$ cat config.mk
export PLATFORM = sky130hd
export DESIGN_NAME = mbs_seq
export DESIGN_NICKNAME = d
export VERILOG_FILES = /design/src/rtl/mbs_pkg.sv /design/src/rtl/mbs_seq.sv
export SDC_FILE = /design/constraint.sdc
export NUM_CORES = 1
export LEC_CHECK = 0
export BUFFER_PORTS_ARGS = -buffer_cell sky130_fd_sc_hd__buf_2
export CAP_MARGIN = 20
export CORE_MARGIN = 8
export CORE_UTILIZATION = 42
export DETAILED_ROUTE_END_ITERATION = 8
export MAX_ROUTING_LAYER = met4
export PLACE_DENSITY = 0.81
export RECOVER_POWER = 25
export SETUP_SLACK_MARGIN = 0.02
export SLEW_MARGIN = 25
export SYNTH_ARGS = -nofsm -noshare
export SYNTH_HDL_FRONTEND = slang
export SYNTH_SLANG_ARGS = --single-unit
$ cat constraint.sdc
create_clock -name clock -period 1.6 [get_ports clock]
set_input_delay 0.24 -clock clock [delete_from_list [all_inputs] [get_ports clock]]
set_output_delay 0.24 -clock clock [all_outputs]
set_load 0.02 [all_outputs]
$ cat src/rtl/mbs_pkg.sv
// -----------------------------------------------------------------------------
// mbs_pkg
// Shared constants and the sequencer state type for the 8-bit shift-and-add
// multiplier (mbs) and its upstream sequencer (mbs_seq).
//   OP_W            : operand width
//   PROD_W          : product width
//   mbs_seq_state_t : sequencer FSM states
// -----------------------------------------------------------------------------
package mbs_pkg;

  localparam int OP_W   = 8;
  localparam int PROD_W = 2 * OP_W;

  typedef enum logic [2:0] {
    IDLE,
    LOAD,
    RUN,
    CAPTURE,
    DONE
  } mbs_seq_state_t;

endpackage

$ cat src/rtl/mbs_seq.sv
// -----------------------------------------------------------------------------
// mbs_seq
// Upstream sequencer and result collector for the mbs multiplier. Accepts an
// operand pair (valid/ready), drives mbs through one load cycle and the
// iterate cycles, captures the finished product and presents it (valid/ready).
// Ports:
//   clock, reset_n                       clock / async active-low reset
//   in_valid, in_ready                   operand handshake
//   in_multiplicando, in_multiplicador   operands A, B
//   mbs_start                            to mbs (0 = load, 1 = iterate)
//   mbs_multiplicando, mbs_multiplicador latched operands to mbs
//   mbs_produto                          product from mbs
//   out_valid, out_ready, out_produto    product handshake
//   busy                                 FSM not in IDLE
// Optional feature macro: MBS_SEQ_EARLY_EXIT_EN -- stop iterating once the
// remaining multiplier bits are all zero (multiplier 0 skips RUN entirely).
// -----------------------------------------------------------------------------
module mbs_seq #(
  parameter int OP_W   = mbs_pkg::OP_W,
  parameter int PROD_W = 2 * OP_W,
  parameter int CNT_W  = $clog2(OP_W + 1)
) (
  input  logic              clock,
  input  logic              reset_n,
  input  logic              in_valid,
  output logic              in_ready,
  input  logic [OP_W-1:0]   in_multiplicando,
  input  logic [OP_W-1:0]   in_multiplicador,
  output logic              mbs_start,
  output logic [OP_W-1:0]   mbs_multiplicando,
  output logic [OP_W-1:0]   mbs_multiplicador,
  input  logic [PROD_W-1:0] mbs_produto,
  output logic              out_valid,
  input  logic              out_ready,
  output logic [PROD_W-1:0] out_produto,
  output logic              busy
);

  import mbs_pkg::*;

  mbs_seq_state_t    state_q, state_d;
  logic [OP_W-1:0]   op_a_q, op_a_d;
  logic [OP_W-1:0]   op_b_q, op_b_d;
  logic [CNT_W-1:0]  cnt_q, cnt_d;
  logic [PROD_W-1:0] prod_q, prod_d;
  logic              out_valid_q, out_valid_d;
`ifdef MBS_SEQ_EARLY_EXIT_EN
  logic [OP_W-1:0]   shadow_q, shadow_d;
`endif

  always_ff @(posedge clock or negedge reset_n) begin
    if (!reset_n) begin
      state_q     <= IDLE;
      op_a_q      <= '0;
      op_b_q      <= '0;
      cnt_q       <= '0;
      prod_q      <= '0;
      out_valid_q <= 1'b0;
`ifdef MBS_SEQ_EARLY_EXIT_EN
      shadow_q    <= '0;
`endif
    end else begin
      state_q     <= state_d;
      op_a_q      <= op_a_d;
      op_b_q      <= op_b_d;
      cnt_q       <= cnt_d;
      prod_q      <= prod_d;
      out_valid_q <= out_valid_d;
`ifdef MBS_SEQ_EARLY_EXIT_EN
      shadow_q    <= shadow_d;
`endif
    end
  end

  // NOTE: every next-state variable gets its hold value first, so no path
  // through the case leaves one unassigned and no latch is inferred.
  always_comb begin
    state_d     = state_q;
    op_a_d      = op_a_q;
    op_b_d      = op_b_q;
    cnt_d       = cnt_q;
    prod_d      = prod_q;
    out_valid_d = out_valid_q;
`ifdef MBS_SEQ_EARLY_EXIT_EN
    shadow_d    = shadow_q;
`endif

    unique case (state_q)
      IDLE: begin
        if (in_valid) begin
          op_a_d  = in_multiplicando;
          op_b_d  = in_multiplicador;
          state_d = LOAD;
        end
      end
      LOAD: begin
        cnt_d = '0;
`ifdef MBS_SEQ_EARLY_EXIT_EN
        shadow_d = op_b_q;
        state_d  = (op_b_q == '0) ? CAPTURE : RUN;
`else
        state_d  = RUN;
`endif
      end
      RUN: begin
        cnt_d = cnt_q + 1'b1;
`ifdef MBS_SEQ_EARLY_EXIT_EN
        // The bit consumed this cycle is shadow_q[0]; once everything above
        // it is zero the accumulator can no longer change.
        shadow_d = shadow_q >> 1;
        if (shadow_q[OP_W-1:1] == '0 || cnt_q == CNT_W'(OP_W - 1)) state_d = CAPTURE;
`else
        if (cnt_q == CNT_W'(OP_W - 1)) state_d = CAPTURE;
`endif
      end
      CAPTURE: begin
        // mbs_produto is a register, so this still samples the finished
        // product even though mbs clears on this same edge (start = 0).
        prod_d      = mbs_produto;
        out_valid_d = 1'b1;
        state_d     = DONE;
      end
      DONE: begin
        if (out_ready) begin
          out_valid_d = 1'b0;
          state_d     = IDLE;
        end
      end
      default: state_d = IDLE;
    endcase
  end

  assign in_ready          = (state_q == IDLE);
  assign busy              = (state_q != IDLE);
  assign mbs_start         = (state_q == RUN);
  assign mbs_multiplicando = op_a_q;
  assign mbs_multiplicador = op_b_q;
  assign out_valid         = out_valid_q;
  assign out_produto       = prod_q;

endmodule
# Word level (Yosys, flattened, before mapping)
# Index checks and enable logic that the tools add are counted.
[totals]
reg_bits = 40
out_inout_bits = 36
word_cells = 29
[op_classes]
n_addsub = 1
eq_ne = 8
n_mux = 7
n_reduce_logical = 7
[ops]
columns = ["operator", "n"]
rows = [
  ["$pmux W3 S5", 1],
  ["$mux W3", 3],
  ["$pmux W4 S2", 1],
  ["$eq A3 B2 Y1 const B", 2],
  ["$add A4 B1 Y4 const B", 1],
  ["$eq A4 B3 Y1 const B", 1],
  ["$ne A2 B2 Y1 const B", 2],
  ["$reduce_and A2 Y1", 2],
  ["$reduce_bool A2 Y1", 2],
  ["$eq A3 B1 Y1 const B", 1],
  ["$eq A3 B3 Y1 const B", 1],
  ["$logic_not A3 Y1", 1],
  ["$reduce_and A3 Y1", 1],
  ["$reduce_bool A3 Y1", 1],
  ["$ne A2 B1 Y1 const B", 1],
  ["$pmux W1 S2", 1],
  ["$mux W1", 1],
]

# Depth between registers and ports, before layout
# Gate-level depths: netlist of the first run.
[depth]
depth_word = 3
ltp_mapped = 4
depth_no_buf = 3

# Least setup slack after synthesis of the first run
# Ideal clock, no wire load.
[synth_path]
path_type = "flip-flop to flip-flop"
start = "register state_q[0]"
end = "register op_b_q[6] (netlist: mbs_multiplicador[6])"
setup_ps = 125
arrival_time_ps = 1362
required_ps = 1475
setup_slack_ps = 113
path_stages_with_launch = 4
period_less_slack_ps = 1487
cell_sequence = "dfrtp_1 nor4b_4 buf_6 mux2_2"
[synth_via]
elab_chain_cells = 2
[synth_rtl]
columns = ["element", "line_no", "source"]
rows = [
  ["start, declared", "mbs_seq.sv:41", "mbs_seq_state_t state_q, state_d;"],
  ["start signal, assigned", "mbs_seq.sv:63", "state_q <= state_d;"],
  ["$logic_not A3 Y1", "mbs_seq.sv:88", "unique case (state_q)"],
  ["$reduce_and A2 Y1 (no source line)", "--", ""],
  ["end signal, assigned", "mbs_seq.sv:65", "op_b_q <= op_b_d;"],
  ["end, declared", "mbs_seq.sv:43", "logic [OP_W-1:0] op_b_q, op_b_d;"],
]
# Every way passes these cells.
# A chain may end at the register's enable or synchronous reset.

# Worst setup path in the final report of the first run
[layout_path]
start = "register state_q[0]"
end = "output port busy"
[layout_via]
elab_chain_cells = 1
[layout_rtl]
columns = ["element", "line_no", "source"]
rows = [
  ["$reduce_bool A3 Y1", "mbs_seq.sv:134", "assign busy = (state_q != IDLE);"],
  ["end, declared", "mbs_seq.sv:36", "output logic busy"],
]
# Every way passes these cells.

==> metrics.txt, run 1 <==
status=complete, no violations; Post-Syn Area=between 1500 and 2000 sq um; crit share post-route=about 97%; Setup-failing EPs final=0; via count=between 1000 and 1500; Final Wtd Congestion=0.812; setup ws final=between 0.04 and 0.05 ns; hpwl dp=roughly 2800 um; die height=78.2 um; Initial DRC Count=37; Initial Util=between 40% and 50%; Max rail drop VDD=1020 uV; clock-pin slew on the worst setup and hold paths=0.07 ns; Req. time, crit path=~1.4 ns; Compound-Gate Fraction of Synth Area=2.54%; P per Cell Area=about 2200 nW/um^2; Core Rows=22; pre-CTS setup slack=approximately 0.15 ns; layout cell share with drive strength beyond 1=~65%; CTS Root Cell=clkbuf_8; drt pass-1 iters=4; total global-route track usage=roughly 13%; critical path startpoint=state_q[0]; P&R area growth vs syn=38.7%; H-tree depth=2; first-pass GRT wire length=6210 um; WP data arrival=1.32 ns; Ys Warns=0; initial antenna violation count=0; crit path launch type=flop; DIE WIDTH=approximately 78 um; setup tns final=0 ns; WL/cell=14.7 um; largest net degree at the start of global routing=23; WS Path Type=flop to output pin; cell with the most instances after synthesis=dfrtp_1; Post-Synth XOR/XNOR Area=less than 1%; clk sinks=40; Pleak=approximately 1.1 nW; number of enable flip-flop cells after synthesis=0; top-area cell type share of the netlist area=between 60% and 70%; worst-path fanout max=5; RSZ-0062 raised after global routing=true; CTS tree=yes; clock buffer depth=2; top_reg_cell synth=dfrtp_1; max-slew violations=0; Post-Synth Adder-Cell Area=less than 1%; sequential area share after synthesis=approximately 60%; Worst Reg-to-Reg Cells=5; Core ar.=3690 sq um; total of max-cap violations=0; HP Start=in_multiplicando[0]; Distinct cells, synth=26; Synth Register Bits=40; Least-Margin Pin Slew=between 1 and 1.5 ns; residual DRC count=0; ANT nets after route=0; vias in the first global route=roughly 1400; IO Count=roughly 70; cell depth of the worst hold path=2; syn avg cell area=14.8 sq um; fin crit period=between 1.5 and 2 ns; top cells by count, synth=40 x dfrtp_1, 32 x mux2_2, 4 x nor2_1; clk_skew=roughly 0.0045 ns; hold slack final=between 0.15 and 0.2 ns; main combinational cell family by area after synthesis=multiplexers; area leader, netlist=dfrtp_1; reg-to-reg startpoint=state_q[1]; antenna cell count=0; Buffers on Ports=slightly above 70; grt total ovfl=0; Max Freq=0.641 GHz; crit end category=output pin; Synth Area in Simple Gates=roughly a tenth; Num CTS Buffers=5; final hold vios=0; vias per cell=4.85; clock latency at the later pin of the worst-skew pair=between 0.2 and 0.3 ns; die area=roughly 6000 sq um; Detailed Route WL=roughly 3600 um; Net count, final=between 200 and 250; Cells after Synth=110; Slew HR=between 20% and 30%; Synth Net Count=147; Worst Hold Class=input pin to flop; mux cell area share after synthesis=roughly 22%; top post-synthesis cells by area=dfrtp_1 62%, mux2_2 22%, nor4b_4 1.5%; Async SR Flop Fraction=100%
[power breakdown]
| group | switching [W] | total [W] | leakage (nW) | internal (W) |
|---|---|---|---|---|
| Clock | 0.000322 | 0.000632 | 0.0424 | 0.000311 |
| Sequential | 0.000303 | 0.00182 | 0.475 | 0.00152 |
| Combinational | 0.00133 | 0.00253 | 0.581 | 0.00121 |
[layout make-up]
cell class | count | area (sq um)
Clock inverter | 1 | 8.76
Sequential cell | 40 | 1000
Multi-Input combinational cell | 64 | 588
Fill cell | 305 | 1440
Timing Repair Buffer | 85 | 512
Inverter | 1 | 3.75
Tap cell | 48 | 60.1
Clock buffer | 7 | 76.3
[flip-flops by register name, summed over array words and instances (netlist names)]
signal and count:
out_produto 16, mbs_multiplicando 8, mbs_multiplicador 8, state_q 3, cnt_q 4, out_valid 1
[worst paths after layout]
path | to | slack (ns)
max | busy | 0.04
min | mbs_multiplicando[0] | 0.18
max reg2reg | out_produto[4] | 0.10
min reg2reg | out_produto[0] | 0.50
max in group asynchronous | state_q[0] | 0.27
min in group asynchronous | mbs_multiplicando[5] | 0.66
[per-layer routing]
| metal | GRT usage [%] | up-vias | wire length (um) |
|---|---|---|---|
| met5 | - | - | 0 |
| met4 | 4.07 | 0 | 52 |
| met2 | 20.9 | 45 | 1770 |
| met1 | 14.1 | 577 | 1530 |
| li1 | - | 563 | - |
| met3 | 5.81 | 7 | 269 |
[critical path, cell delays in order (launching register included)]
cell and delay, ns:
dfrtp_2 0.45, or3_4 0.41, buf_2 0.17
[stage by stage]
step	total power (W)	std cells	utilization, %	cell area, sq um
floorplan	0.00338	110	-	1620
global placement	0.00417	232	57.0	2100
detailed placement	0.00425	232	57.0	2100
CTS	0.00501	243	60.4	2230
global route	0.00533	246	61.1	2250
finish	0.00499	246	61.1	2250
[cell usage in the layout, fill, tap and decap left out, types with 2 or more instances in the layout]
cell type and n:
mux2_2 32, nand3b_1 3, nor2_1 4, buf_2 68, dfrtp_1 38, dfrtp_2 2
nand3_1 3, a21oi_1 2, o21ai_0 3, buf_6 2, nand2_1 3, clkbuf_8 5
buf_4 10, buf_12 3, clkbuf_1 3
[cells by family after synthesis]
family / after synthesis
adders and majority gates: 1
buffers and inverters: 6
and+or+nand+nor: 23
xor gates and xnor gates: 1
AOI/OAI and AO/OA: 7
DFF: 40
muxes: 32
[timing repair]
action / in CTS / in global routing
gates resized for setup: 7 / 1
setup buffers: 2 / 3
hold buffers: 1 / 0
hold endpoints to repair: 18 / 0
endpoints found under the setup margin: 3 / 3
gates cloned: 0 / 0
(Power assumes the default switching activity.)
==> run 2: changes to the inputs <==
Settings changed: MAX_ROUTING_LAYER met4 to default.
==> metrics.txt, run 2 (synthesized netlist as in run 1, its figures left out) <==
CTS tree=yes; die area=6110 sq um (unchanged); first-pass GRT wire length=6220 um (about the same); Least-Margin Pin Slew=1.05 ns (-0.000271 ns); vias per cell=4.84 (-0.17%); CTS Root Cell=clkbuf_8; die height=78.2 um (unchanged); switching share of power=39.2% (about the same); WS Path Type=flop to output pin; total global-route track usage=12.7% (-0.30 points); crit path launch type=flop; crit end category=output pin; Gate power share=50.7% (about the same); grt total ovfl=0 (unchanged); initial antenna violation count=0 (unchanged); fin util=61.1% (unchanged); RSZ-0062 raised after global routing=true; Max Freq=0.640 GHz (-0.27%); Initial Util=44.0% (unchanged); P&R area growth vs syn=38.7% (unchanged); clock buffer depth=2 (unchanged); Cells after DPL=232 (unchanged); status=complete, no violations; worst r2r dst=out_produto[4]; clk_skew=0.00384 ns (-0.000706 ns); Buffers on Ports=71 (unchanged); net switching power=0.00196 W (+0.16%); clock share of power=12.7% (about the same); clock latency at the later pin of the worst-skew pair=0.29 ns (about the same); final non-filler cell total=246 (unchanged); WL/cell=14.8 um (+0.25%); vias in the first global route=1394 (-0.14%); Num CTS Buffers=5 (unchanged); Net count, final=234 (unchanged); P per Cell Area=2220 nW/um^2 (about the same); WP data arrival=1.32 ns (about the same); drt pass-1 iters=4 (unchanged); Worst setup endpoint=busy; clock-pin slew on the worst setup and hold paths=0.07 ns (about the same); reg-to-reg startpoint=state_q[1]; Detailed Route WL=3630 um (+0.25%); Core Rows=22 (unchanged); Total Power=0.00499 W (about the same); Slew HR=29.9% (about the same); Worst Reg-to-Reg Cells=5 (unchanged); Largest register FFs=16 (unchanged); critical path startpoint=state_q[0]; H-tree depth=2 (unchanged); Setup-failing EPs final=0 (unchanged); Initial DRC Count=43 (+16%); largest net degree at the start of global routing=23 (unchanged); Core ar.=3690 sq um (unchanged); crit share post-route=97.7% (+0.27 points); via count=1190 (-0.17%); DIE WIDTH=78.2 um (unchanged); internal power=0.00304 W (about the same); reg-to-reg setup timing slack=0.10 ns (about the same); hpwl dp=2790 um (unchanged); Req. time, crit path=1.36 ns (about the same); Final Wtd Congestion=0.800 (-1.4%); clk sinks=40 (unchanged); total of max-cap violations=0 (unchanged); antenna cell count=0 (unchanged); Worst Hold Class=input pin to flop; Pleak=1.10 nW (unchanged); layout cell share with drive strength beyond 1=64.6% (unchanged); fin crit period=1.56 ns (+0.00427 ns); most frequent cells in the layout=68 x buf_2, 38 x dfrtp_1, 32 x mux2_2; Max rail drop VDD=1020 uV (about the same); residual DRC count=0 (unchanged); max-slew violations=0 (unchanged); IO Count=72 (unchanged); sequential power share=36.5% (about the same); worst-path fanout max=5 (unchanged); ANT nets after route=0 (unchanged); final hold vios=0 (unchanged); most common cell after layout, fill and taps aside=buf_2
[run 2: cell counts in the layout (fill, tap and decap cells not counted)]
Identical to the previous run, type by type.
[run 2: metrics by stage]
step	setup TNS, ns	cell area (sq um)	setup slack [ns]	hold slack, ns
after global placement	0	2100	0.183	0.210
after floorplan	0	1620	0.113	-0.0556
final	0	2250	0.0367	0.175
after global routing	-0.00875	2250	-0.00509	0.168
after detailed placement	0	2100	0.146	0.213
after CTS	0	2230	0.0235	0.171
[run 2: repair_timing]
action                                  CTS  global route
gates resized for setup                   7             1
endpoints found under the hold margin    18             0
hold buffers                              1             0
setup buffers                             2             3
cloned                                    0             0
pin swaps                                 0             0
endpoints found under the setup margin    3             3
[run 2: layout make-up]
| type | instances | area, sq um |
|---|---|---|
| clock inverters | 1 | 8.76 |
| flip-flops and latches | 40 | 1000 |
| fillers | 305 | 1440 |
| repair buffers | 85 | 512 |
| clock buffers | 7 | 76.3 |
| inverters | 1 | 3.75 |
| multi-input cells | 64 | 588 |
| well taps | 48 | 60.1 |
[run 2: per-layer routing]
metal / GRT usage, % / wire [um]
met2: 20.9 / 1770
met4: 4.07 / 51
met3: 8.31 / 417
met5: 0 / 0
met1: 12.8 / 1390
[run 2: how the worst min path moves through the flow]
stage                             start                    to  slack [ns]  cells after the start
global route        in_multiplicando[6]  mbs_multiplicando[6]        0.17                      2
floorplan                       reset_n              cnt_q[0]       -0.06                      0
detailed placement              reset_n        out_produto[6]        0.21                      1
finish              in_multiplicando[0]  mbs_multiplicando[0]        0.18                      2
CTS                      mbs_produto[8]        out_produto[8]        0.17                      2
global placement                reset_n        out_produto[6]        0.21                      1
[run 2: power by group through the flow]
| stage | clock network (W) | logic, W | registers, W |
|---|---|---|---|
| 2_1_floorplan | 0 | 0.00105 | 0.00233 |
| 6_report | 0.000636 | 0.00253 | 0.00182 |
| 3_5_place_dp | 0 | 0.00241 | 0.00185 |
| 4_1_cts | 0.000662 | 0.00252 | 0.00183 |
| 3_3_place_gp | 0 | 0.00236 | 0.00182 |
| 5_1_grt | 0.000708 | 0.00272 | 0.00191 |
[run 2: worst max-delay path, cell delays in order (launching register included)]
cell and delay [ns]:
dfrtp_2 0.45, or3_4 0.41, buf_2 0.17
